==> src/rtl/tx_stream_arbiter.sv <==
// Round-robin, packet-atomic arbiter that merges several byte streams
// onto a single registered UART TX valid/ready output stage.
module tx_stream_arbiter #(
  parameter int NUM_REQ    = 3,
  parameter int DATA_WIDTH = 8,
  parameter int IDX_WIDTH  = $clog2(NUM_REQ)
) (
  input  logic                          clk,
  input  logic                          reset,
  input  logic [NUM_REQ-1:0]            req_valid,
  input  logic [NUM_REQ*DATA_WIDTH-1:0] req_data,
  input  logic [NUM_REQ-1:0]            req_last,
  output logic [NUM_REQ-1:0]            req_ready,
  output logic                          tx_valid,
  output logic [DATA_WIDTH-1:0]         tx_data,
  input  logic                          tx_ready,
  output logic                          busy,
  output logic [IDX_WIDTH-1:0]          grant_id
);

  localparam logic [0:0] IDLE   = 1'b0;
  localparam logic [0:0] STREAM = 1'b1;

  logic [0:0]            state;
  logic [IDX_WIDTH-1:0]  rr_ptr;
  logic [IDX_WIDTH-1:0]  sel_idx;
  logic [IDX_WIDTH-1:0]  cand;
  logic                  sel_any;
  logic                  out_free;
  logic                  g_valid;
  logic                  g_last;
  logic [DATA_WIDTH-1:0] g_data;
  logic                  src_xfer;
  int                    j;

  assign out_free = ~tx_valid | tx_ready;
  assign busy     = (state == STREAM);

  // First requester at or after rr_ptr, wrapping at NUM_REQ
  always_comb begin
    sel_idx = rr_ptr;
    sel_any = 1'b0;
    cand    = '0;
    j       = 0;
    for (int k = 0; k < NUM_REQ; k++) begin
      j = int'(rr_ptr) + k;
      if (j >= NUM_REQ) j = j - NUM_REQ;
      cand = IDX_WIDTH'(j);
      if (!sel_any && req_valid[cand]) begin
        sel_idx = cand;
        sel_any = 1'b1;
      end
    end
  end

  // Mux the granted source and decide whether its beat moves this cycle
  always_comb begin
    g_valid  = req_valid[grant_id];
    g_last   = req_last[grant_id];
    g_data   = req_data[int'(grant_id)*DATA_WIDTH +: DATA_WIDTH];
    src_xfer = (state == STREAM) & out_free & g_valid;
  end

  // Only the granted source sees ready, and only when the stage can take a byte
  always_comb begin
    req_ready = '0;
    for (int i = 0; i < NUM_REQ; i++) begin
      req_ready[i] = (state == STREAM) &&
                     (grant_id == IDX_WIDTH'(i)) &&
                     out_free;
    end
  end

  // Grant FSM: one arbitration cycle, then hold until the last beat moves
  always_ff @(posedge clk or negedge reset) begin
    if (!reset) begin
      state    <= IDLE;
      rr_ptr   <= '0;
      grant_id <= '0;
    end else begin
      unique case (state)
        IDLE: begin
          if (sel_any) begin
            grant_id <= sel_idx;
            state    <= STREAM;
          end
        end
        STREAM: begin
          if (src_xfer && g_last) begin
            state  <= IDLE;
            rr_ptr <= (grant_id == IDX_WIDTH'(NUM_REQ-1)) ?
                      '0 : grant_id + 1'b1;
          end
        end
        default: state <= IDLE;
      endcase
    end
  end

  // Output byte register: load on source beat, empty on accepted output
  always_ff @(posedge clk or negedge reset) begin
    if (!reset) begin
      tx_valid <= 1'b0;
      tx_data  <= '0;
    end else if (src_xfer) begin
      tx_valid <= 1'b1;
      tx_data  <= g_data;
    end else if (tx_valid && tx_ready) begin
      tx_valid <= 1'b0;
    end
  end

endmodule

==> config.mk <==
export PLATFORM = sky130hd
export DESIGN_NAME = tx_stream_arbiter
export DESIGN_NICKNAME = d
export VERILOG_FILES = /design/src/rtl/tx_stream_arbiter.sv
export SDC_FILE = /design/constraint.sdc
export NUM_CORES = 1
export LEC_CHECK = 0
export BUFFER_PORTS_ARGS = -buffer_cell sky130_fd_sc_hd__buf_2
export CAP_MARGIN = 20
export CORE_MARGIN = 2
export CORE_UTILIZATION = 48
export DETAILED_ROUTE_END_ITERATION = 6
export GPL_ROUTABILITY_DRIVEN = 0
export HOLD_SLACK_MARGIN = 0.02
export PLACE_DENSITY_LB_ADDON = 0.15
export SLEW_MARGIN = 20
export SYNTH_ARGS = -nofsm -noshare
export SYNTH_HDL_FRONTEND = slang
export SYNTH_SLANG_ARGS = --single-unit
==> constraint.sdc <==
create_clock -name clk -period 4.3 [get_ports clk]
set_input_delay 0.645 -clock clk [delete_from_list [all_inputs] [get_ports clk]]
set_output_delay 0.645 -clock clk [all_outputs]
set_load 0.01 [all_outputs]
==> impl_metrics.prom, run 1 <==
# TYPE chip_impl_metric gauge
chip_impl_info{name="result_of_the_run",value="complete, no violations"} 1
chip_impl_metric{name="leakagePower",unit="nW"} 0.636
chip_impl_metric{name="utilization",unit="%"} 64.4
chip_impl_metric{name="detailroute.wirelength.met2",unit="mm"} 1.04
chip_impl_metric{name="grt_remaining_overflow",unit=""} 0
chip_impl_metric{name="start_util",unit="%"} 50.1
chip_impl_metric{name="synth_simple_gate_area_share",unit="%"} 21.9
chip_impl_metric{name="postSynth.asyncResetShare",unit="%"} 100
chip_impl_info{name="rsz_0062_raised_after_global_routing",value="no"} 1
chip_impl_metric{name="floorplan.rows",unit=""} 16
chip_impl_metric{name="stdcell_area",unit="mm2"} 0.00125
chip_impl_metric{name="ys_seq_area_share",unit="%"} 36.0
chip_impl_metric{name="flow.area_growth_from_synthesis",unit="%"} 28.4
chip_impl_metric{name="timing.final.setup_violations",unit=""} 0
chip_impl_info{name="synth_top_family_by_area",value="simple AND/OR/NAND/NOR gates"} 1
chip_impl_metric{name="clk_transition_reported_paths",unit="ps"} 90
chip_impl_metric{name="holdBufCountCts",unit=""} 0
chip_impl_metric{name="detail_route.wirelength.met1",unit="um"} 967
chip_impl_metric{name="cap_viol_max_count",unit=""} 0
chip_impl_metric{name="routed-wl-met3",unit="um"} 156
chip_impl_metric{name="maximum_number_of_pins_on_one_net_before_global_route_repair",unit=""} 19
chip_impl_metric{name="dr.first_iter.drc_count",unit=""} 15
chip_impl_metric{name="power_per_cell_area",unit="mW/mm2"} 714
chip_impl_metric{name="finalSetupTns",unit="ps"} 0
chip_impl_metric{name="die_area",unit="mm2"} 0.00240
chip_impl_metric{name="report.final.slew_viol_count",unit=""} 0
chip_impl_metric{name="synth_enable_flop_cells",unit=""} 0
chip_impl_metric{name="tritoncts.num_buffers",unit=""} 3
chip_impl_metric{name="worst_pin_slew",unit="ps"} 684
chip_impl_metric{name="rrSetupSlack",unit="ps"} 2130
chip_impl_metric{name="slowest_delay",unit="ps"} 790
chip_impl_metric{name="fin_worst_skew",unit="ps"} 3.49
chip_impl_metric{name="worstRegToRegCells",unit=""} 5
chip_impl_metric{name="finalCriticalPeriod",unit="ps"} 2470
chip_impl_info{name="cts_root_buffer",value="sky130_fd_sc_hd__clkbuf_4"} 1
chip_impl_info{name="netlist_top_cells_area",value="sky130_fd_sc_hd__dfrtp_1, sky130_fd_sc_hd__mux2i_1, sky130_fd_sc_hd__a21oi_1"} 1
chip_impl_info{name="ys_dominant_reg_cell",value="sky130_fd_sc_hd__dfrtp_1"} 1
chip_impl_info{name="timing.critical_path.to_type",value="output port"} 1
chip_impl_metric{name="max_slew_margin",unit="%"} 54.4
chip_impl_info{name="critPathSlowestCell",value="sky130_fd_sc_hd__dfrtp_1"} 1
chip_impl_metric{name="mappedNetlistArea",unit="um2"} 973
chip_impl_metric{name="fp.coreArea",unit="mm2"} 0.00194
chip_impl_metric{name="postRouteAntennaNets",unit=""} 0
chip_impl_metric{name="synth_adder_area_share",unit="%"} 3.86
chip_impl_metric{name="synth_mux_area_share",unit="%"} 15.9
chip_impl_metric{name="post_cts.repair.setup_buffers",unit=""} 0
chip_impl_metric{name="report.final.hold_viol_count",unit=""} 0
chip_impl_metric{name="postPlaceCellArea",unit="mm2"} 0.00121
chip_impl_metric{name="synth_cells",unit=""} 109
chip_impl_metric{name="first_global_vias",unit=""} 908
chip_impl_metric{name="vias",unit=""} 926
chip_impl_info{name="worst-setup-path-type",value="flip-flop to output port"} 1
chip_impl_metric{name="syn_area_per_cell",unit="um2"} 8.93
chip_impl_metric{name="post-synth-top-area-fraction",unit="%"} 36.0
chip_impl_metric{name="clkLatencyLatePin",unit="ps"} 280
chip_impl_metric{name="synth.yosys.warnings",unit=""} 0
chip_impl_info{name="clock_tree_from_tritoncts",value="built"} 1
chip_impl_metric{name="detailedPlacementHpwl",unit="mm"} 1.70
chip_impl_metric{name="synth_cell_types",unit=""} 28
chip_impl_metric{name="worst_ep_arrival_time",unit="ps"} 1820
chip_impl_metric{name="worst_path_required",unit="ps"} 3650
chip_impl_metric{name="post_synth_xor_area_fraction",unit="%"} 0
chip_impl_info{name="worst_r2r_startpoint",value="grant_id[0]$_DFFE_PN0P_"} 1
chip_impl_metric{name="cts.htree.levels",unit=""} 1
chip_impl_metric{name="vdd_ir_drop_max",unit="uV"} 466
chip_impl_metric{name="clock_sinks",unit=""} 14
chip_impl_info{name="maxUsedRoutingLayer",value="met4"} 1
chip_impl_info{name="most-common-layout-cells",value="sky130_fd_sc_hd__buf_2, sky130_fd_sc_hd__mux2i_1, sky130_fd_sc_hd__dfrtp_1, sky130_fd_sc_hd__nand2_1, sky130_fd_sc_hd__nor2_1"} 1
chip_impl_info{name="cp-start-kind",value="flip-flop"} 1
chip_impl_metric{name="die_width",unit="um"} 49.0
chip_impl_metric{name="postRouteWirelength",unit="mm"} 2.18
chip_impl_metric{name="residual_drc_count",unit=""} 0
chip_impl_metric{name="grt_pass1_wl",unit="mm"} 3.86
chip_impl_info{name="layout_commonest_cell",value="sky130_fd_sc_hd__buf_2"} 1
chip_impl_metric{name="synth_area_in_compound_gates",unit="%"} 18.6
chip_impl_metric{name="timing.fmax",unit="MHz"} 405
chip_impl_metric{name="routed_wire_length_per_instance",unit="um"} 12.0
chip_impl_metric{name="post_drt_via_cell_ratio",unit=""} 5.09
chip_impl_metric{name="antenna_violations_before_repair",unit=""} 0
chip_impl_metric{name="dr.pass1.iters",unit=""} 4
chip_impl_metric{name="final_min_period_over_clock_period",unit="%"} 57.4
chip_impl_metric{name="floorplan.io_pins",unit=""} 48
chip_impl_metric{name="cts.path.max_buffers",unit=""} 2
chip_impl_info{name="hold_class",value="input pin to asynchronous set/reset pin"} 1
chip_impl_metric{name="chipHeight",unit="um"} 49.0
chip_impl_info{name="synth_largest_area_cell",value="sky130_fd_sc_hd__dfrtp_1"} 1
chip_impl_metric{name="post_cts.resized_instances",unit=""} 0
chip_impl_metric{name="finish.net_count",unit=""} 192
chip_impl_info{name="critical_path.cell_chain",value="and2b_1, and3_1, buf_2"} 1
chip_impl_metric{name="gr-usage-all-layers",unit="%"} 20.5
chip_impl_metric{name="diodes",unit=""} 0
chip_impl_metric{name="yosys_register_bits",unit=""} 14
chip_impl_metric{name="crit_fanout",unit=""} 17
chip_impl_metric{name="port_buffers",unit=""} 47
chip_impl_metric{name="total_power",unit="W"} 0.000893
chip_impl_metric{name="synthesis.nets",unit=""} 145
chip_impl_info{name="worst_r2r_endpoint",value="rr_ptr[0]$_DFFE_PN0P_"} 1
chip_impl_metric{name="drive_above_1_share",unit="%"} 36.1
final cells by class:
cell class | count | area [um2]
Clock buffer | 4 | 36.3
Fill cell | 171 | 692
Inverter | 2 | 7.51
Multi-Input combinational cell | 88 | 587
Sequential cell | 14 | 350
Tap cell | 27 | 33.8
Timing Repair Buffer | 47 | 235
synth_stat cells (2+ instances only):
| master | n |
|---|---|
| sky130_fd_sc_hd__o31ai_1 | 2 |
| sky130_fd_sc_hd__nand3b_1 | 3 |
| sky130_fd_sc_hd__buf_4 | 2 |
| sky130_fd_sc_hd__o31a_1 | 3 |
| sky130_fd_sc_hd__a21oi_1 | 10 |
| sky130_fd_sc_hd__ha_1 | 3 |
| sky130_fd_sc_hd__nor3_1 | 4 |
| sky130_fd_sc_hd__o21ai_0 | 2 |
| sky130_fd_sc_hd__nand2_1 | 12 |
| sky130_fd_sc_hd__nand2b_1 | 3 |
| sky130_fd_sc_hd__nor2_1 | 11 |
| sky130_fd_sc_hd__dfrtp_1 | 14 |
| sky130_fd_sc_hd__mux2i_1 | 14 |
| sky130_fd_sc_hd__o21ai_1 | 10 |
| sky130_fd_sc_hd__inv_1 | 2 |
| sky130_fd_sc_hd__buf_2 | 2 |
flip-flops by register name, summed over array words and instances, names as in the netlist:
register,count
busy,1
grant_id,2
rr_ptr,2
tx_data,8
tx_valid,1
worst max-delay path by stage:
stage,from,end,slack (ps),depth (start not counted)
floorplan,tx_ready,req_ready[1],2410,3
global placement,grant_id[0]$_DFFE_PN0P_,req_ready[2],2140,3
detailed placement,grant_id[0]$_DFFE_PN0P_,rr_ptr[0]$_DFFE_PN0P_,2100,5
CTS,grant_id[0]$_DFFE_PN0P_,req_ready[2],1800,3
global route,grant_id[0]$_DFFE_PN0P_,req_ready[2],1690,3
finish,grant_id[0]$_DFFE_PN0P_,req_ready[2],1830,3
kinds of logic after synthesis:
group / Yosys count
buffers and inverters: 7
AO/OA/AOI/OAI: 30
AND/OR/NAND/NOR: 40
multiplexers: 15
adder cells (fa/ha/maj): 3
flip-flops: 14
stage by stage:
| stage | cells | setup slack, ps | hold slack, ps |
|---|---|---|---|
| 3_5_place_dp | 178 | 2100 | 470 |
| 4_1_cts | 182 | 1800 | 243 |
| 5_1_grt | 182 | 1690 | 260 |
| 2_1_floorplan | 109 | 2410 | 349 |
| 6_report | 182 | 1830 | 242 |
| 3_3_place_gp | 178 | 2140 | 464 |
worst max-delay path: cells and delay by family (launching register included):
kind	cells	cell delay [ps]
flip-flops	1	790
buffers and inverters	1	130
AND/OR/NAND/NOR	2	620
report_power, final:
group	switching, W	leakage [nW]	internal [W]
combinational	0.000278	0.443	0.000245
clock	0.0000433	0.0210	0.0000516
sequential	0.0000816	0.172	0.000193
layer usage:
metal / global-route usage (%) / up-vias
li1: - / 480
met1: 24.1 / 405
met2: 35.6 / 39
met3: 5.52 / 2
met4: 7.62 / 0
met5: 0 / -
Power figures use the tool's default switching activity.
==> run 2, diff against run 1 <==
- CORE_UTILIZATION: 48 -> 45
- clock period: 4.3 -> 2.5 ns (I/O delays scaled with it)
==> impl_metrics.prom, run 2 (synthesis gave the netlist of run 1 again) <==
# TYPE chip_impl_metric gauge
chip_impl_metric{name="timing.fmax",unit="MHz"} 532
chip_impl_info{name="worst_r2r_endpoint",value="grant_id[0]$_DFFE_PN0P_"} 1
chip_impl_metric{name="clk_transition_reported_paths",unit="ps"} 100
chip_impl_metric{name="floorplan.rows",unit=""} 16
chip_impl_metric{name="vdd_ir_drop_max",unit="uV"} 620
chip_impl_info{name="largest_register",value="tx_data"} 1
chip_impl_metric{name="final_min_period_over_clock_period",unit="%"} 75.2
chip_impl_metric{name="clkLatencyLatePin",unit="ps"} 280
chip_impl_metric{name="fin_worst_hold_slack",unit="ps"} 365
chip_impl_metric{name="fp.coreArea",unit="mm2"} 0.00200
chip_impl_metric{name="maximum_number_of_pins_on_one_net_before_global_route_repair",unit=""} 19
chip_impl_metric{name="chipHeight",unit="um"} 50.5
chip_impl_metric{name="fin_worst_skew",unit="ps"} 9.27
chip_impl_metric{name="holdPathStages",unit=""} 3
chip_impl_info{name="min_from",value="req_data[20]"} 1
chip_impl_metric{name="residual_drc_count",unit=""} 0
chip_impl_metric{name="worst_path_required",unit="ps"} 2120
chip_impl_metric{name="tritoncts.num_buffers",unit=""} 3
chip_impl_info{name="worst-setup-path-type",value="flip-flop to output port"} 1
chip_impl_metric{name="vias",unit=""} 949
chip_impl_info{name="worst_r2r_startpoint",value="rr_ptr[0]$_DFFE_PN0P_"} 1
chip_impl_metric{name="port_buffers",unit=""} 47
chip_impl_metric{name="dr.pass1.iters",unit=""} 4
chip_impl_metric{name="report.final.slew_viol_count",unit=""} 0
chip_impl_metric{name="postRouteAntennaNets",unit=""} 0
chip_impl_info{name="layout_commonest_cell",value="sky130_fd_sc_hd__buf_2"} 1
chip_impl_info{name="most-common-layout-cells",value="sky130_fd_sc_hd__buf_2, sky130_fd_sc_hd__mux2i_1, sky130_fd_sc_hd__dfrtp_1, sky130_fd_sc_hd__nand2_1, sky130_fd_sc_hd__nor2_1"} 1
chip_impl_info{name="timing.critical_path.to_type",value="output port"} 1
chip_impl_metric{name="netSwitchingFraction",unit="%"} 44.7
chip_impl_metric{name="worstRegToRegCells",unit=""} 7
chip_impl_metric{name="routed_wire_length_per_instance",unit="um"} 11.9
chip_impl_metric{name="cts.path.max_buffers",unit=""} 2
chip_impl_metric{name="cap_viol_max_count",unit=""} 0
chip_impl_metric{name="rrSetupSlack",unit="ps"} 630
chip_impl_metric{name="number_of_buffers_and_inverters_on_the_critical_path",unit=""} 2
chip_impl_metric{name="floorplan.io_pins",unit=""} 48
chip_impl_metric{name="die_width",unit="um"} 50.5
chip_impl_metric{name="first_global_vias",unit=""} 917
chip_impl_info{name="cp-start-kind",value="flip-flop"} 1
chip_impl_metric{name="flow.area_growth_from_synthesis",unit="%"} 31.7
chip_impl_info{name="critPathSlowestCell",value="sky130_fd_sc_hd__dfrtp_1"} 1
chip_impl_metric{name="drive_above_1_share",unit="%"} 37.1
chip_impl_metric{name="finalSetupTns",unit="ps"} 0
chip_impl_metric{name="grt_remaining_overflow",unit=""} 0
chip_impl_info{name="critical_path.cell_chain",value="and2b_1, buf_4, and3_1, buf_2"} 1
chip_impl_metric{name="final-seq-area",unit="um2"} 350
chip_impl_metric{name="start_util",unit="%"} 48.6
chip_impl_metric{name="finalCriticalPeriod",unit="ps"} 1880
chip_impl_metric{name="worst_ep_arrival_time",unit="ps"} 1500
chip_impl_metric{name="report.final.hold_viol_count",unit=""} 0
chip_impl_info{name="rsz_0062_raised_after_global_routing",value="no"} 1
chip_impl_info{name="clock_tree_from_tritoncts",value="built"} 1
chip_impl_metric{name="crit_fanout",unit=""} 10
chip_impl_metric{name="detailedPlacementHpwl",unit="mm"} 1.71
chip_impl_metric{name="die_area",unit="mm2"} 0.00255
chip_impl_metric{name="internal_power",unit="W"} 0.000867
chip_impl_metric{name="sequentialPowerShare",unit="%"} 27.4
chip_impl_metric{name="largest_register_ffs",unit=""} 8
chip_impl_metric{name="slowest_delay",unit="ps"} 500
chip_impl_metric{name="power_frac_comb",unit="%"} 62.1
chip_impl_metric{name="gr-usage-all-layers",unit="%"} 19.7
chip_impl_info{name="hold_end",value="tx_data[4]$_DFFE_PN0P_"} 1
chip_impl_info{name="cts_root_buffer",value="sky130_fd_sc_hd__clkbuf_4"} 1
chip_impl_metric{name="timing.final.setup_violations",unit=""} 0
chip_impl_metric{name="net_switching_power",unit="W"} 0.000701
chip_impl_metric{name="worst_pin_slew",unit="ps"} 327
chip_impl_info{name="hold_class",value="input pin to flip-flop"} 1
chip_impl_info{name="path_delay_family",value="flip-flops"} 1
chip_impl_metric{name="postRouteWirelength",unit="mm"} 2.22
chip_impl_metric{name="max_slew_margin",unit="%"} 78.2
chip_impl_metric{name="power_per_cell_area",unit="mW/mm2"} 1220
chip_impl_metric{name="post_cts.repair.setup_buffers",unit=""} 0
chip_impl_info{name="result_of_the_run",value="complete, no violations"} 1
chip_impl_metric{name="diodes",unit=""} 0
chip_impl_metric{name="leakagePower",unit="nW"} 0.656
chip_impl_metric{name="antenna_violations_before_repair",unit=""} 0
chip_impl_metric{name="post_drt_via_cell_ratio",unit=""} 5.10
chip_impl_metric{name="final.fill_count",unit=""} 185
chip_impl_metric{name="finish.net_count",unit=""} 196
chip_impl_metric{name="power_frac_clock",unit="%"} 10.4
chip_impl_info{name="largest_registers",value="tx_data: 8 flops, grant_id: 2 flops, rr_ptr: 2 flops"} 1
chip_impl_metric{name="clock_sinks",unit=""} 14
chip_impl_metric{name="area_used_by_multi_input_combinational_logic",unit="um2"} 587
chip_impl_metric{name="cts.htree.levels",unit=""} 1
chip_impl_metric{name="post_cts.resized_instances",unit=""} 0
chip_impl_metric{name="dr.first_iter.drc_count",unit=""} 15
chip_impl_metric{name="grt_pass1_wl",unit="mm"} 3.97
==> run 2: cell types whose count changed in the layout (fill, tap and decap cells not counted) <==
| cell | change |
|---|---|
| sky130_fd_sc_hd__buf_4 | +3 |
| sky130_fd_sc_hd__dlygate4sd3_1 | +1 |
==> run 2: per-stage QoR <==
step           std cells  utilization (%)  cell area (um2)  worst slack, ps  power [W]
2_1_floorplan        109                -              973              809    0.00114
3_3_place_gp         181             61.8             1240              743    0.00139
3_5_place_dp         181             61.8             1240              664    0.00141
4_1_cts              186             64.1             1280              604    0.00158
5_1_grt              186             64.1             1280              439    0.00173
6_report             186             64.1             1280              621    0.00157
==> run 2: final cells by class <==
cell class,count,share of cell area [%]
multi-input cells,88,45.8
flip-flops and latches,14,27.3
repair buffers,51,20.9
clock buffers,4,2.83
well taps,27,2.63
inverters,2,0.585
==> run 2: power groups by stage <==
stage / Clock [W] / Sequential [W] / Combinational [W]
after floorplan: 0 / 0.000457 / 0.000686
after global placement: 0 / 0.000433 / 0.000952
after detailed placement: 0 / 0.000435 / 0.000977
after CTS: 0.000169 / 0.000432 / 0.000980
after global routing: 0.000183 / 0.000452 / 0.00109
final: 0.000164 / 0.000431 / 0.000974
==> run 2: worst max path at each step <==
stage | start | end | cells after the start
floorplan | rr_ptr[0]$_DFFE_PN0P_ | grant_id[0]$_DFFE_PN0P_ | 7
global placement | rr_ptr[0]$_DFFE_PN0P_ | grant_id[0]$_DFFE_PN0P_ | 7
detailed placement | rr_ptr[0]$_DFFE_PN0P_ | grant_id[0]$_DFFE_PN0P_ | 7
CTS | grant_id[0]$_DFFE_PN0P_ | req_ready[2] | 4
global route | rr_ptr[0]$_DFFE_PN0P_ | grant_id[0]$_DFFE_PN0P_ | 7
finish | grant_id[0]$_DFFE_PN0P_ | req_ready[2] | 4
==> run 2: what timing repair did <==
item                                    4_1_cts  5_1_grt
endpoints found under the setup margin        0        0
hold buffers                                  1        0
endpoints found under the hold margin        14        0
==> run 2: worst register-to-register path: stages, from the launching register on <==
cell	delay, ps
sky130_fd_sc_hd__dfrtp_1	420
sky130_fd_sc_hd__inv_1	60
sky130_fd_sc_hd__ha_1	390
sky130_fd_sc_hd__mux2i_1	170
sky130_fd_sc_hd__o21ai_2	210
sky130_fd_sc_hd__nor3_1	80
sky130_fd_sc_hd__o31a_1	240
sky130_fd_sc_hd__o31ai_1	210
==> run 2: metal layers <==
layer  vias up  part of all wire (%)  GRT usage [%]
li1        489                     -              -
met1       421                    47           26.2
met2        39                    46           33.8
met3         0                   7.3           3.27
met4         0                     0           4.05
met5         -                     0              0
